### src/rtl/alu_vector_sequencer_pkg.sv
`default_nettype none
// ============================================================================
//  Module      : alu_vector_sequencer_pkg
//  Description : Shared ALU definitions: sequencer state encoding and the
//                width of the ALU status/display flag bus.
//  Revision    : 1.0 - initial release
// ============================================================================
package alu_vector_sequencer_pkg;

    // ALU status/display output width
    localparam int c_FLAG_W = 7;

    // Sequencer states, explicitly encoded
    typedef enum logic [2:0] {
        IDLE    = 3'd0,
        LAUNCH  = 3'd1,
        WAIT    = 3'd2,
        CAPTURE = 3'd3,
        DONE    = 3'd4
    } state_t;

endpackage : alu_vector_sequencer_pkg
`default_nettype wire

### src/rtl/alu_vector_sequencer_if.sv
`default_nettype none
// ============================================================================
//  Module      : alu_vector_sequencer_if
//  Description : Run control, ALU drive/return and status bundle of the
//                vector sequencer. master = sequencer side, slave = the
//                environment (ALU + controller).
//  Revision    : 1.0 - initial release
// ============================================================================
interface alu_vector_sequencer_if #(
    parameter int N = 64
);
    import alu_vector_sequencer_pkg::*;

    logic                start;
    logic                abort;
    logic [N-1:0]        alu_a;
    logic [N-1:0]        alu_b;
    logic [2:0]          alu_sel;
    logic                alu_op;
    logic                alu_valid;
    logic [N-1:0]        alu_result;
    logic [c_FLAG_W-1:0] alu_flags;
    logic                busy;
    logic                done;
    logic [7:0]          vec_index;
    logic [N-1:0]        signature;

    modport master (
        input  start, abort, alu_result, alu_flags,
        output alu_a, alu_b, alu_sel, alu_op, alu_valid,
               busy, done, vec_index, signature
    );

    modport slave (
        output start, abort, alu_result, alu_flags,
        input  alu_a, alu_b, alu_sel, alu_op, alu_valid,
               busy, done, vec_index, signature
    );

endinterface : alu_vector_sequencer_if
`default_nettype wire

### src/rtl/alu_vector_sequencer_signature_reg.sv
`default_nettype none
// ============================================================================
//  Module      : alu_signature_reg
//  Description : N-bit rotate-left-by-one XOR accumulator. Clear wins over
//                enable; the flags are zero-extended before folding in.
//  Revision    : 1.0 - initial release
// ============================================================================
module alu_signature_reg
    import alu_vector_sequencer_pkg::*;
#(
    parameter int N      = 64,
    parameter int FLAG_W = c_FLAG_W
) (
    input  wire              clk,
    input  wire              rst,
    input  wire              i_clr,
    input  wire              i_en,
    input  wire [N-1:0]      i_result,
    input  wire [FLAG_W-1:0] i_flags,
    output logic [N-1:0]     o_sig
);

    logic [N-1:0] r_sig;

    // Accumulate: rotate the running signature and fold in result and flags
    always_ff @(posedge clk or posedge rst) begin
        if (rst) begin
            r_sig <= '0;
        end else if (i_clr) begin
            r_sig <= '0;
        end else if (i_en) begin
            r_sig <= {r_sig[N-2:0], r_sig[N-1]} ^ i_result ^ N'(i_flags);
        end
    end

    assign o_sig = r_sig;

endmodule : alu_signature_reg
`default_nettype wire

### src/rtl/alu_vector_sequencer.sv
`default_nettype none
// ============================================================================
//  Module      : alu_vector_sequencer
//  Description : Drives NUM_VECTORS operand vectors into an external ALU,
//                waits LATENCY cycles per launch and folds every result into
//                a rotate-XOR signature. Abort cancels a run without a done.
//  Revision    : 1.0 - initial release
// ============================================================================
module alu_vector_sequencer
    import alu_vector_sequencer_pkg::*;
#(
    parameter int N           = 64,
    parameter int NUM_VECTORS = 16,
    parameter int LATENCY     = 2
) (
    input  wire                    clock,
    input  wire                    reset,
    alu_vector_sequencer_if.master bus
);

    // WAIT lasts LATENCY-1 cycles: load LATENCY-2 and count down to zero
    localparam int                 c_CNT_W     = (LATENCY > 1) ? $clog2(LATENCY) : 1;
    localparam logic [c_CNT_W-1:0] c_WAIT_LOAD = c_CNT_W'((LATENCY > 1) ? (LATENCY - 2) : 0);
    localparam logic [7:0]         c_LAST_K    = 8'(NUM_VECTORS - 1);

    state_t             r_state;
    state_t             w_state_next;
    logic [7:0]         r_k;
    logic [7:0]         w_k_next;
    logic [c_CNT_W-1:0] r_wait_cnt;
    logic [c_CNT_W-1:0] w_wait_cnt_next;
    logic               w_sig_clr;
    logic               w_sig_en;
    logic [N-1:0]       r_alu_a;
    logic [N-1:0]       r_alu_b;
    logic [2:0]         r_alu_sel;
    logic               r_alu_op;

    // Next-state, vector index and signature control; abort overrides all
    always_comb begin
        w_state_next    = r_state;
        w_k_next        = r_k;
        w_wait_cnt_next = r_wait_cnt;
        w_sig_clr       = 1'b0;
        w_sig_en        = 1'b0;
        case (r_state)
            IDLE: begin
                if (bus.start) begin
                    w_state_next = LAUNCH;
                    w_k_next     = 8'd0;
                    w_sig_clr    = 1'b1;
                end
            end
            LAUNCH: begin
                w_wait_cnt_next = c_WAIT_LOAD;
                w_state_next    = (LATENCY == 1) ? CAPTURE : WAIT;
            end
            WAIT: begin
                if (r_wait_cnt == '0) begin
                    w_state_next = CAPTURE;
                end else begin
                    w_wait_cnt_next = r_wait_cnt - c_CNT_W'(1);
                end
            end
            CAPTURE: begin
                w_sig_en = 1'b1;
                if (r_k == c_LAST_K) begin
                    w_state_next = DONE;
                end else begin
                    w_state_next = LAUNCH;
                    w_k_next     = r_k + 8'd1;
                end
            end
            DONE: begin
                w_state_next = IDLE;
            end
            default: begin
                w_state_next = IDLE;
            end
        endcase
        // Abort (also in IDLE together with start) freezes index and signature
        if (bus.abort) begin
            w_state_next = IDLE;
            w_k_next     = r_k;
            w_sig_clr    = 1'b0;
            w_sig_en     = 1'b0;
        end
    end

    // State, vector index and wait counter registers
    always_ff @(posedge clock or posedge reset) begin
        if (reset) begin
            r_state    <= IDLE;
            r_k        <= 8'd0;
            r_wait_cnt <= '0;
        end else begin
            r_state    <= w_state_next;
            r_k        <= w_k_next;
            r_wait_cnt <= w_wait_cnt_next;
        end
    end

    // Operands are loaded on entry to LAUNCH and held until the next launch
    always_ff @(posedge clock or posedge reset) begin
        if (reset) begin
            r_alu_a   <= '0;
            r_alu_b   <= '0;
            r_alu_sel <= 3'd0;
            r_alu_op  <= 1'b0;
        end else if (w_state_next == LAUNCH) begin
            r_alu_a   <= {N{1'b1}} - N'(w_k_next);
            r_alu_b   <= N'(w_k_next);
            r_alu_sel <= w_k_next[2:0];
            r_alu_op  <= w_k_next[3];
        end
    end

    alu_signature_reg #(
        .N      (N),
        .FLAG_W (c_FLAG_W)
    ) u_signature (
        .clk      (clock),
        .rst      (reset),
        .i_clr    (w_sig_clr),
        .i_en     (w_sig_en),
        .i_result (bus.alu_result),
        .i_flags  (bus.alu_flags),
        .o_sig    (bus.signature)
    );

    assign bus.alu_a     = r_alu_a;
    assign bus.alu_b     = r_alu_b;
    assign bus.alu_sel   = r_alu_sel;
    assign bus.alu_op    = r_alu_op;
    assign bus.alu_valid = (r_state == LAUNCH);
    assign bus.busy      = (r_state != IDLE);
    assign bus.done      = (r_state == DONE);
    assign bus.vec_index = r_k;

endmodule : alu_vector_sequencer
`default_nettype wire

### src/flat_wrapper.sv
// flat-port wrapper written by rule: the top's interface ports become plain ports
module alu_vector_sequencer_flat import alu_vector_sequencer_pkg::*;
#(
    parameter int N           = 64,
    parameter int NUM_VECTORS = 16,
    parameter int LATENCY     = 2
)
  (clock, reset, bus_start, bus_abort, bus_alu_result, bus_alu_flags, bus_alu_a, bus_alu_b, bus_alu_sel, bus_alu_op, bus_alu_valid, bus_busy, bus_done, bus_vec_index, bus_signature);
  alu_vector_sequencer_if #(.N(N)) bus_i ();
  input  wire clock;
  input  wire reset;
  input wire logic [$bits(bus_i.start)-1:0] bus_start;
  input wire logic [$bits(bus_i.abort)-1:0] bus_abort;
  input wire logic [$bits(bus_i.alu_result)-1:0] bus_alu_result;
  input wire logic [$bits(bus_i.alu_flags)-1:0] bus_alu_flags;
  output wire logic [$bits(bus_i.alu_a)-1:0] bus_alu_a;
  output wire logic [$bits(bus_i.alu_b)-1:0] bus_alu_b;
  output wire logic [$bits(bus_i.alu_sel)-1:0] bus_alu_sel;
  output wire logic [$bits(bus_i.alu_op)-1:0] bus_alu_op;
  output wire logic [$bits(bus_i.alu_valid)-1:0] bus_alu_valid;
  output wire logic [$bits(bus_i.busy)-1:0] bus_busy;
  output wire logic [$bits(bus_i.done)-1:0] bus_done;
  output wire logic [$bits(bus_i.vec_index)-1:0] bus_vec_index;
  output wire logic [$bits(bus_i.signature)-1:0] bus_signature;
  assign bus_i.start = bus_start;
  assign bus_i.abort = bus_abort;
  assign bus_i.alu_result = bus_alu_result;
  assign bus_i.alu_flags = bus_alu_flags;
  assign bus_alu_a = bus_i.alu_a;
  assign bus_alu_b = bus_i.alu_b;
  assign bus_alu_sel = bus_i.alu_sel;
  assign bus_alu_op = bus_i.alu_op;
  assign bus_alu_valid = bus_i.alu_valid;
  assign bus_busy = bus_i.busy;
  assign bus_done = bus_i.done;
  assign bus_vec_index = bus_i.vec_index;
  assign bus_signature = bus_i.signature;
  alu_vector_sequencer #(.N(N), .NUM_VECTORS(NUM_VECTORS), .LATENCY(LATENCY)) u_core (.clock(clock), .reset(reset), .bus(bus_i));
endmodule
### config.mk
export PLATFORM = sky130hd
export DESIGN_NAME = alu_vector_sequencer_flat
export DESIGN_NICKNAME = d
export VERILOG_FILES = /design/src/rtl/alu_vector_sequencer_pkg.sv /design/src/rtl/alu_vector_sequencer_if.sv /design/src/rtl/alu_vector_sequencer_signature_reg.sv /design/src/rtl/alu_vector_sequencer.sv /design/src/flat_wrapper.sv
export SDC_FILE = /design/constraint.sdc
export NUM_CORES = 1
export LEC_CHECK = 0
export ABC_AREA = 1
export BUFFER_PORTS_ARGS = -buffer_cell sky130_fd_sc_hd__buf_2
export CAP_MARGIN = 20
export CORE_MARGIN = 1.5
export CORE_UTILIZATION = 41
export DETAILED_ROUTE_END_ITERATION = 7
export HOLD_SLACK_MARGIN = 0.03
export PLACE_DENSITY_LB_ADDON = 0.15
export SYNTH_ARGS = -nofsm -noshare
export SYNTH_HDL_FRONTEND = slang
export SYNTH_SLANG_ARGS = --single-unit
### constraint.sdc
create_clock -name clock -period 2.9 [get_ports clock]
set_clock_uncertainty 0.2 [all_clocks]
set_input_delay 0.29 -clock clock [delete_from_list [all_inputs] [get_ports clock]]
set_output_delay 0.29 -clock clock [all_outputs]
set_load 0.02 [all_outputs]
==> summary.txt, run 1 <==
Worst setup path
  • R2R depth: 8
  • Critical path, cell by cell: dlygate4sd3_1 > buf_2 > inv_1 > nand4_2 > nand2_4 > inv_2 > nand2_1 > nand2_2 > nand2_1 > nand2_1
  • Critical path capture point type: flip-flop
  • Crit path top cell by count: nand2_1
  • Startpoint class of the critical path: primary input
  • Worst path bufs/invs: 4
  • Crit path depth: 10
  • CP max stage delay: 0.72 ns
  • Crit path kind: primary input to flip-flop
  • CP max stage cell: inv_2
  • Critical Path AT: 2.54 ns
  • Critical path fanouts, max: 59
  • Worst Path Required: 2.99 ns
  • Worst path top cell family by delay: buffers and inverters

Floorplanning
  • Rows: 40
  • Die Y-Extent: 115 um
  • Initial Utilization: 0.423
  • Num ports: 282
  • Core Box Area: 12100 um2
  • Full die area: 13200 um2
  • Die width: 115 um

Finish
  • Ratio of cells with drive above 1 in the final layout: 0.341
  • P&R area growth vs syn: 23.7%
  • Commonest non-fill, non-tap cells in the layout: buf_2 (225), nand2_1 (136), dfrtp_1 (92)
  • Most common cell after layout, fill and taps aside: buf_2
  • Layout Nets: 840

Synth
  • Top cells by area, synth: dfrtp_1 (45%), buf_4 (17%), xnor2_1 (11%)
  • Cell taking the most area after synthesis: dfrtp_1
  • Area share of the largest cell type after synthesis: 0.449
  • Post-synth cell types: 27
  • Synth Area per Inst: 8.92 um2
  • Sequential fraction of the synthesis area: 0.449
  • Syn Std Cell Area: 5130 um2
  • Count of warnings emitted by yosys: 0
  • Yosys reg bits: 92
  • Cell count after synthesis: 575

STA
  • # setup viols final: 0
  • Period minus WS final: 2.45 ns
  • Normalized max-slew margin: 0.330
  • Final setup TNS: 0 ns
  • WHS: 0.0398 ns
  • Final hold vios: 0
  • Fmax: 408 MHz
  • Tcrit/Tclk final: 0.846
  • Final Max Slew Viols: 0
  • Slew @ Worst Pin: 1.00 ns
  • RSZ-0062 raised after global routing: no

Power
  • VDD IR max: 0.302 mV
  • Pleak: 3.31 nW
  • Power Dens Cells: 572 nW/um2

Clock tree
  • CTS tree: done
  • CTS resizes: 0
  • CTS buffer count: 9
  • H-tree depth: 3
  • Clk slew on worst S/H paths: 0.07 ns
  • Clk buf depth: 2
  • Worst skew pair latency: 0.34 ns
  • CTS Sinks: 92
  • Root Driver: clkbuf_16

GRT
  • First-pass GRT wire length: 18.9 mm
  • GRT Total Usage: 0.183
  • Vias in the first global route: 3856
  • Gr ovfl total: 0
  • Largest net degree at the start of global routing: 63
  • Initial antenna violation count: 1

Placement
  • Port Buffers: 225
  • HPWL Detailed: 8.60 mm
  • Placer's final routability congestion estimate: 0.804

Drt
  • Total number of vias: 4147
  • Detail Route Antenna Nets: 0
  • Total wire length: 12.0 mm
  • DRC: 0
  • Routed wire per std cell: 12.8 um
  • Detailed Route Iter0 Violations: 115
  • Drt pass-1 iters: 4
  • DR vias/cell: 4.43

Status
  • Status: completed

Flow run
  • Max-cap violations: 0

Min path
  • Hold Crit Class: primary input to flip-flop
  • Hold-critical path depth: 3
[cells in the mapped netlist]
cell type,n
o21ai_0,68
inv_1,16
clkbuf_1,5
nor3_1,2
or2_2,8
buf_4,116
conb_1,1
buf_2,5
xnor2_1,64
o21bai_1,2
dfrtp_1,92
nor2_4,1
nand2_2,3
nand2_1,136
a21oi_1,4
nand2_4,2
buf_6,5
o21a_1,1
nand3_1,12
ha_1,1
a31oi_1,7
nand4_1,1
inv_2,3
o21ai_1,3
nand4_2,1
nand3b_1,1
nor2_1,15
[worst reg2reg max path, cell delays in order (launching register included)]
cell and delay, ns:
dfrtp_1 0.43, inv_1 0.13, nand4_2 0.20, nand2_4 0.10, inv_2 0.73, nand2_1 0.22
nand2_2 0.14, nand2_1 0.05, nand2_1 0.06
[power by group]
| group | internal, mW | total [mW] | switching (mW) |
|---|---|---|---|
| sequential | 1.41 | 1.53 | 0.119 |
| clock | 0.780 | 1.29 | 0.506 |
| combinational | 0.305 | 0.814 | 0.509 |
| total | 2.49 | 3.63 | 1.13 |
[timing repair]
item / in CTS / in global routing
setup buffers: 0 / 0
hold buffers: 26 / 0
endpoints found under the hold margin: 59 / 0
[layer usage]
layer  routed length, um  global-route usage  vias up
met1                4860               0.225     1915
li1                    -                   -     2029
met3                 886              0.0459       20
met5                   0                   0        -
met2                5980               0.310      183
met4                 241              0.0749        0
[stage by stage]
step / cell area (um2) / worst slack, ns / util / total power [mW] / instances
floorplan: 5340 / 0.0180 / - / 2.13 / 630
global placement: 5730 / 0.631 / 0.473 / 2.34 / 894
detailed placement: 5730 / 0.568 / 0.473 / 2.35 / 894
CTS: 6310 / 0.416 / 0.521 / 3.67 / 935
global route: 6340 / 0.199 / 0.524 / 3.82 / 937
finish: 6340 / 0.447 / 0.524 / 3.63 / 937
[final cells by class]
| class | instances | area [um2] |
|---|---|---|
| clock buffers | 10 | 239 |
| inverters | 19 | 72.6 |
| repair buffers | 254 | 1440 |
| well taps | 168 | 210 |
| fillers | 1176 | 5770 |
| diodes | 1 | 2.50 |
| flip-flops and latches | 92 | 2300 |
| multi-input cells | 388 | 1990 |
| clock inverters | 5 | 85.1 |
[worst paths after layout]
| path | from | end | slack (ns) |
|---|---|---|---|
| min in group asynchronous | reset | u_core.u_signature.o_sig[48] | 0.36 |
| min reg2reg | u_core.bus.alu_a[7] | u_core.bus.alu_a[7] | 0.28 |
| max in group asynchronous | reset | u_core.u_signature.o_sig[46] | 1.41 |
| max | bus_abort | u_core.bus.alu_b[3] | 0.45 |
| min | bus_alu_result[9] | u_core.u_signature.o_sig[9] | 0.04 |
| max reg2reg | u_core.r_state[2] | u_core.bus.alu_b[3] | 0.60 |
[state kept, by name, indices dropped and copies added, names as in the netlist]
signal,count
u_core.bus.alu_sel,2
u_core.bus.vec_index,8
u_core.u_signature.o_sig,64
u_core.bus.alu_b,6
u_core.bus.alu_a,9
u_core.r_state,3
[kinds of logic (layout without fill, tap and decap cells)]
group / after synthesis / count (layout) / synth area share
xor+xnor: 64 / 64 / 0.109
simple gates: 182 / 182 / 0.149
compound gates: 85 / 85 / 0.0861
flops: 92 / 92 / 0.449
other cells: 1 / 57 / 0.000731
fa+ha+maj: 1 / 1 / 0.00244
buf+inv: 150 / 288 / 0.203
(Power assumes the default switching activity.)
==> run 2, diff against run 1 <==
--- a/config.mk
+++ b/config.mk
@@ -5,11 +5,11 @@
 export SDC_FILE = /design/constraint.sdc
 export NUM_CORES = 1
 export LEC_CHECK = 0
-export ABC_AREA = 1
+export ABC_AREA = 0
 export BUFFER_PORTS_ARGS = -buffer_cell sky130_fd_sc_hd__buf_2
 export CAP_MARGIN = 20
 export CORE_MARGIN = 1.5
-export CORE_UTILIZATION = 41
+export CORE_UTILIZATION = 46
 export DETAILED_ROUTE_END_ITERATION = 7
 export HOLD_SLACK_MARGIN = 0.03
 export PLACE_DENSITY_LB_ADDON = 0.15
==> constraint.sdc (replaced) <==
create_clock -name clock -period 2.5 [get_ports clock]
set_clock_uncertainty 0.2 [all_clocks]
set_input_delay 0.25 -clock clock [delete_from_list [all_inputs] [get_ports clock]]
set_output_delay 0.25 -clock clock [all_outputs]
set_load 0.02 [all_outputs]
==> summary.txt, run 2 <==
Synth
  • Top cells by area, synth: dfrtp_1 (43%), buf_4 (17%), xnor2_1 (12%)
  • Most frequent cells after synthesis: buf_4 (121), dfrtp_1 (92), xnor2_1 (74)
  • Area share of fa/ha/maj cells after synthesis: 0.00235 (-0.0000861)
  • Area share of the largest cell type after synthesis: 0.433 (-0.0158)
  • Async SR Flop Fraction: 1.00 (unchanged)
  • Simple-gate share of the synthesized area: 0.0906 (-0.0587)
  • Cell taking the most area after synthesis: dfrtp_1
  • Sequential fraction of the synthesis area: 0.433 (-0.0158)
  • Ys flop type: dfrtp_1
  • Cell with the most instances after synthesis: buf_4
  • Main combinational cell family by area after synthesis: buffers and inverters
  • Post-Synth XOR/XNOR Area: 0.122 (+0.0126)
  • Count of warnings emitted by yosys: 0 (unchanged)
  • Synth Area per Inst: 9.96 um2 (+12%)
  • Post-synthesis mux area share: 0.00988 (+0.00988)
  • Cell count after synthesis: 534 (-7.1%)
  • Post-synth EDFFs: 0 (unchanged)
  • Complex-gate fraction of the synthesized area: 0.145 (+0.0591)
  • Yosys reg bits: 92 (unchanged)
  • Post-synth cell types: 46 (+70%)
  • Syn Std Cell Area: 5320 um2 (+3.7%)

Finish
  • Register area: 2300 um2 (unchanged)
  • Commonest non-fill, non-tap cells in the layout: buf_2 (225), dfrtp_1 (92), xnor2_1 (74)
  • Max FFs per register: 64 (unchanged)
  • Layout Cells excl Fill: 896 (-4.4%)
  • Layout Nets: 824 (-1.9%)
  • Area occupied by multi-input gates: 2190 um2 (+10%)
  • # fillers: 961 (-18%)
  • Most common cell after layout, fill and taps aside: buf_2
  • Ratio of cells with drive above 1 in the final layout: 0.344 (+0.00281)
  • # diodes: 0 (-1)
  • P&R area growth vs syn: 27.6%

GRT
  • Gr ovfl total: 0 (unchanged)
  • First-pass GRT wire length: 19.5 mm (+3.1%)
  • Vias in the first global route: 3956 (+2.6%)
  • Largest net degree at the start of global routing: 78 (+24%)
  • GRT Total Usage: 0.199 (+0.0152)
  • Initial antenna violation count: 0 (-1)

Worst setup path
  • Startpoint class of the critical path: flip-flop
  • Setup crit start: u_core.r_state[0]
  • Critical path, cell by cell: or3b_4 > a21o_1 > a31oi_4 > mux2_2
  • Critical Path AT: 2.26 ns (-0.28 ns)
  • Critical path capture point type: flip-flop
  • Worst Path Required: 2.52 ns (-0.47 ns)
  • Worst r2r src: u_core.r_state[0]
  • CP max stage cell: dfrtp_1
  • Worst path top cell family by delay: compound AO/OA/AOI/OAI gates
  • Critical path fanouts, max: 12 (-80%)
  • Worst path bufs/invs: 0 (-4)
  • CP max stage delay: 0.47 ns (-0.25 ns)
  • Crit path kind: flip-flop to flip-flop

Drt
  • Total wire length: 12.3 mm (+2.5%)
  • Drt pass-1 iters: 4 (unchanged)
  • DRC: 0 (unchanged)
  • Detail Route Antenna Nets: 0 (unchanged)
  • Routed wire per std cell: 13.7 um (+7.2%)
  • DR vias/cell: 4.80 (+8.5%)
  • Detailed Route Iter0 Violations: 177 (+54%)
  • Total number of vias: 4303 (+3.8%)

STA
  • RSZ-0062 raised after global routing: no
  • Final setup TNS: 0 ns (unchanged)
  • Slew @ Worst Pin: 0.733 ns (-0.271 ns)
  • Worst Slack Setup Final: 0.261 ns (-0.185 ns)
  • Fmax: 447 MHz
  • Final Max Slew Viols: 0 (unchanged)
  • # setup viols final: 0 (unchanged)
  • Period minus WS final: 2.24 ns
  • Normalized max-slew margin: 0.510 (+0.181)
  • Tcrit/Tclk final: 0.895
  • Final hold vios: 0 (unchanged)
  • WHS: 0.0371 ns (-0.00269 ns)

Clock tree
  • H-tree depth: 3 (unchanged)
  • Worst skew pair latency: 0.34 ns (about the same)
  • CTS resizes: 0 (unchanged)
  • CTS buffer count: 9 (unchanged)
  • Root Driver: clkbuf_16
  • Clk slew on worst S/H paths: 0.06 ns (about the same)
  • CTS Sinks: 92 (unchanged)
  • Clk buf depth: 2 (unchanged)
  • CTS tree: done

Floorplanning
  • Full die area: 12200 um2 (-7.4%)
  • Die Y-Extent: 111 um (-3.8%)
  • Initial Utilization: 0.470 (+0.0462)
  • Rows: 39 (-2.5%)
  • Core Box Area: 11300 um2 (-6.5%)
  • Die width: 111 um (-3.8%)
  • Num ports: 282 (unchanged)

Placement
  • HPWL Detailed: 8.74 mm (+1.5%)
  • Placer's final routability congestion estimate: 0.909 (+13%)
  • Setup WS pre-CTS: 0.284 ns (-0.285 ns)
  • Dpl cells: 826 (-7.6%)
  • Port Buffers: 225 (unchanged)

Power
  • VDD IR max: 0.335 mV (+11%)
  • Tot Pwr: 4.43 mW (+22%)
  • Power Dens Cells: 654 nW/um2 (+14%)
  • Pleak: 3.17 nW (-4.3%)

Min path
  • Hold Crit Class: primary input to flip-flop
  • Hold Path Origin: bus_alu_result[63]

Status
  • Status: completed

Flow run
  • Max-cap violations: 0 (unchanged)
## run 2: cell types whose count changed after synthesis, moves of 7 or more
cell / before / now
o21ai_0: 68 / 1
xnor2_1: 64 / 74
nand3_1: 12 / 4
nand2_1: 136 / 20
or2_2: 8 / 1
nor2_1: 15 / 63
inv_1: 16 / 9
a21oi_1: 4 / 15
a211oi_1: 0 / 57
## run 2: power breakdown
group	total [mW]	switching, mW	internal, mW
clock	1.23	0.554	0.673
sequential	1.89	0.201	1.69
combinational	1.32	0.756	0.561
total	4.43	1.51	2.92
## run 2: final cells by class
type / instances / area share
multi-input cells: 346 / 0.323
well taps: 143 / 0.0264
inverters: 9 / 0.00553
clock inverters: 4 / 0.00387
clock buffers: 12 / 0.0349
flip-flops and latches: 92 / 0.339
repair buffers: 290 / 0.267
## run 2: cells by family after synthesis
group,count (synthesis)
buf+inv,151
simple gates,106
compound gates,104
flops,92
xor+xnor,74
mux,5
fa+ha+maj,1
other cells,1
## run 2: final timing paths
check	to	slack, ns	cells past startpoint
max in group asynchronous	u_core.u_signature.o_sig[6]	1.12	4
hold / removal	u_core.u_signature.o_sig[63]	0.04	3
min in group asynchronous	u_core.u_signature.o_sig[30]	0.39	3
setup / recovery	u_core.bus.alu_b[4]	0.26	4
setup reg to reg	u_core.bus.alu_b[4]	0.26	4
hold reg to reg	u_core.bus.alu_a[0]	0.30	1
## run 2: worst min-delay path, stage by stage
cell and delay, ns:
buf_2 0.08, xnor2_1 0.12, a211oi_1 0.07
## run 2: stage by stage
stage	utilization	instance area [um2]
6_report	0.599	6780
3_3_place_gp	0.528	5980
5_1_grt	0.599	6780
4_1_cts	0.599	6780
3_5_place_dp	0.528	5980
2_1_floorplan	-	5530
## run 2: routing by layer
layer	share of wire	vias up	track usage
li1	-	2077	-
met1	0.41	1997	0.234
met2	0.50	198	0.345
met3	0.058	31	0.0307
met4	0.034	0	0.111
met5	0	-	0
## run 2: timing repair
action,CTS,global route
hold buffers,54,0
setup buffers,0,0
hold endpoints to repair,82,0
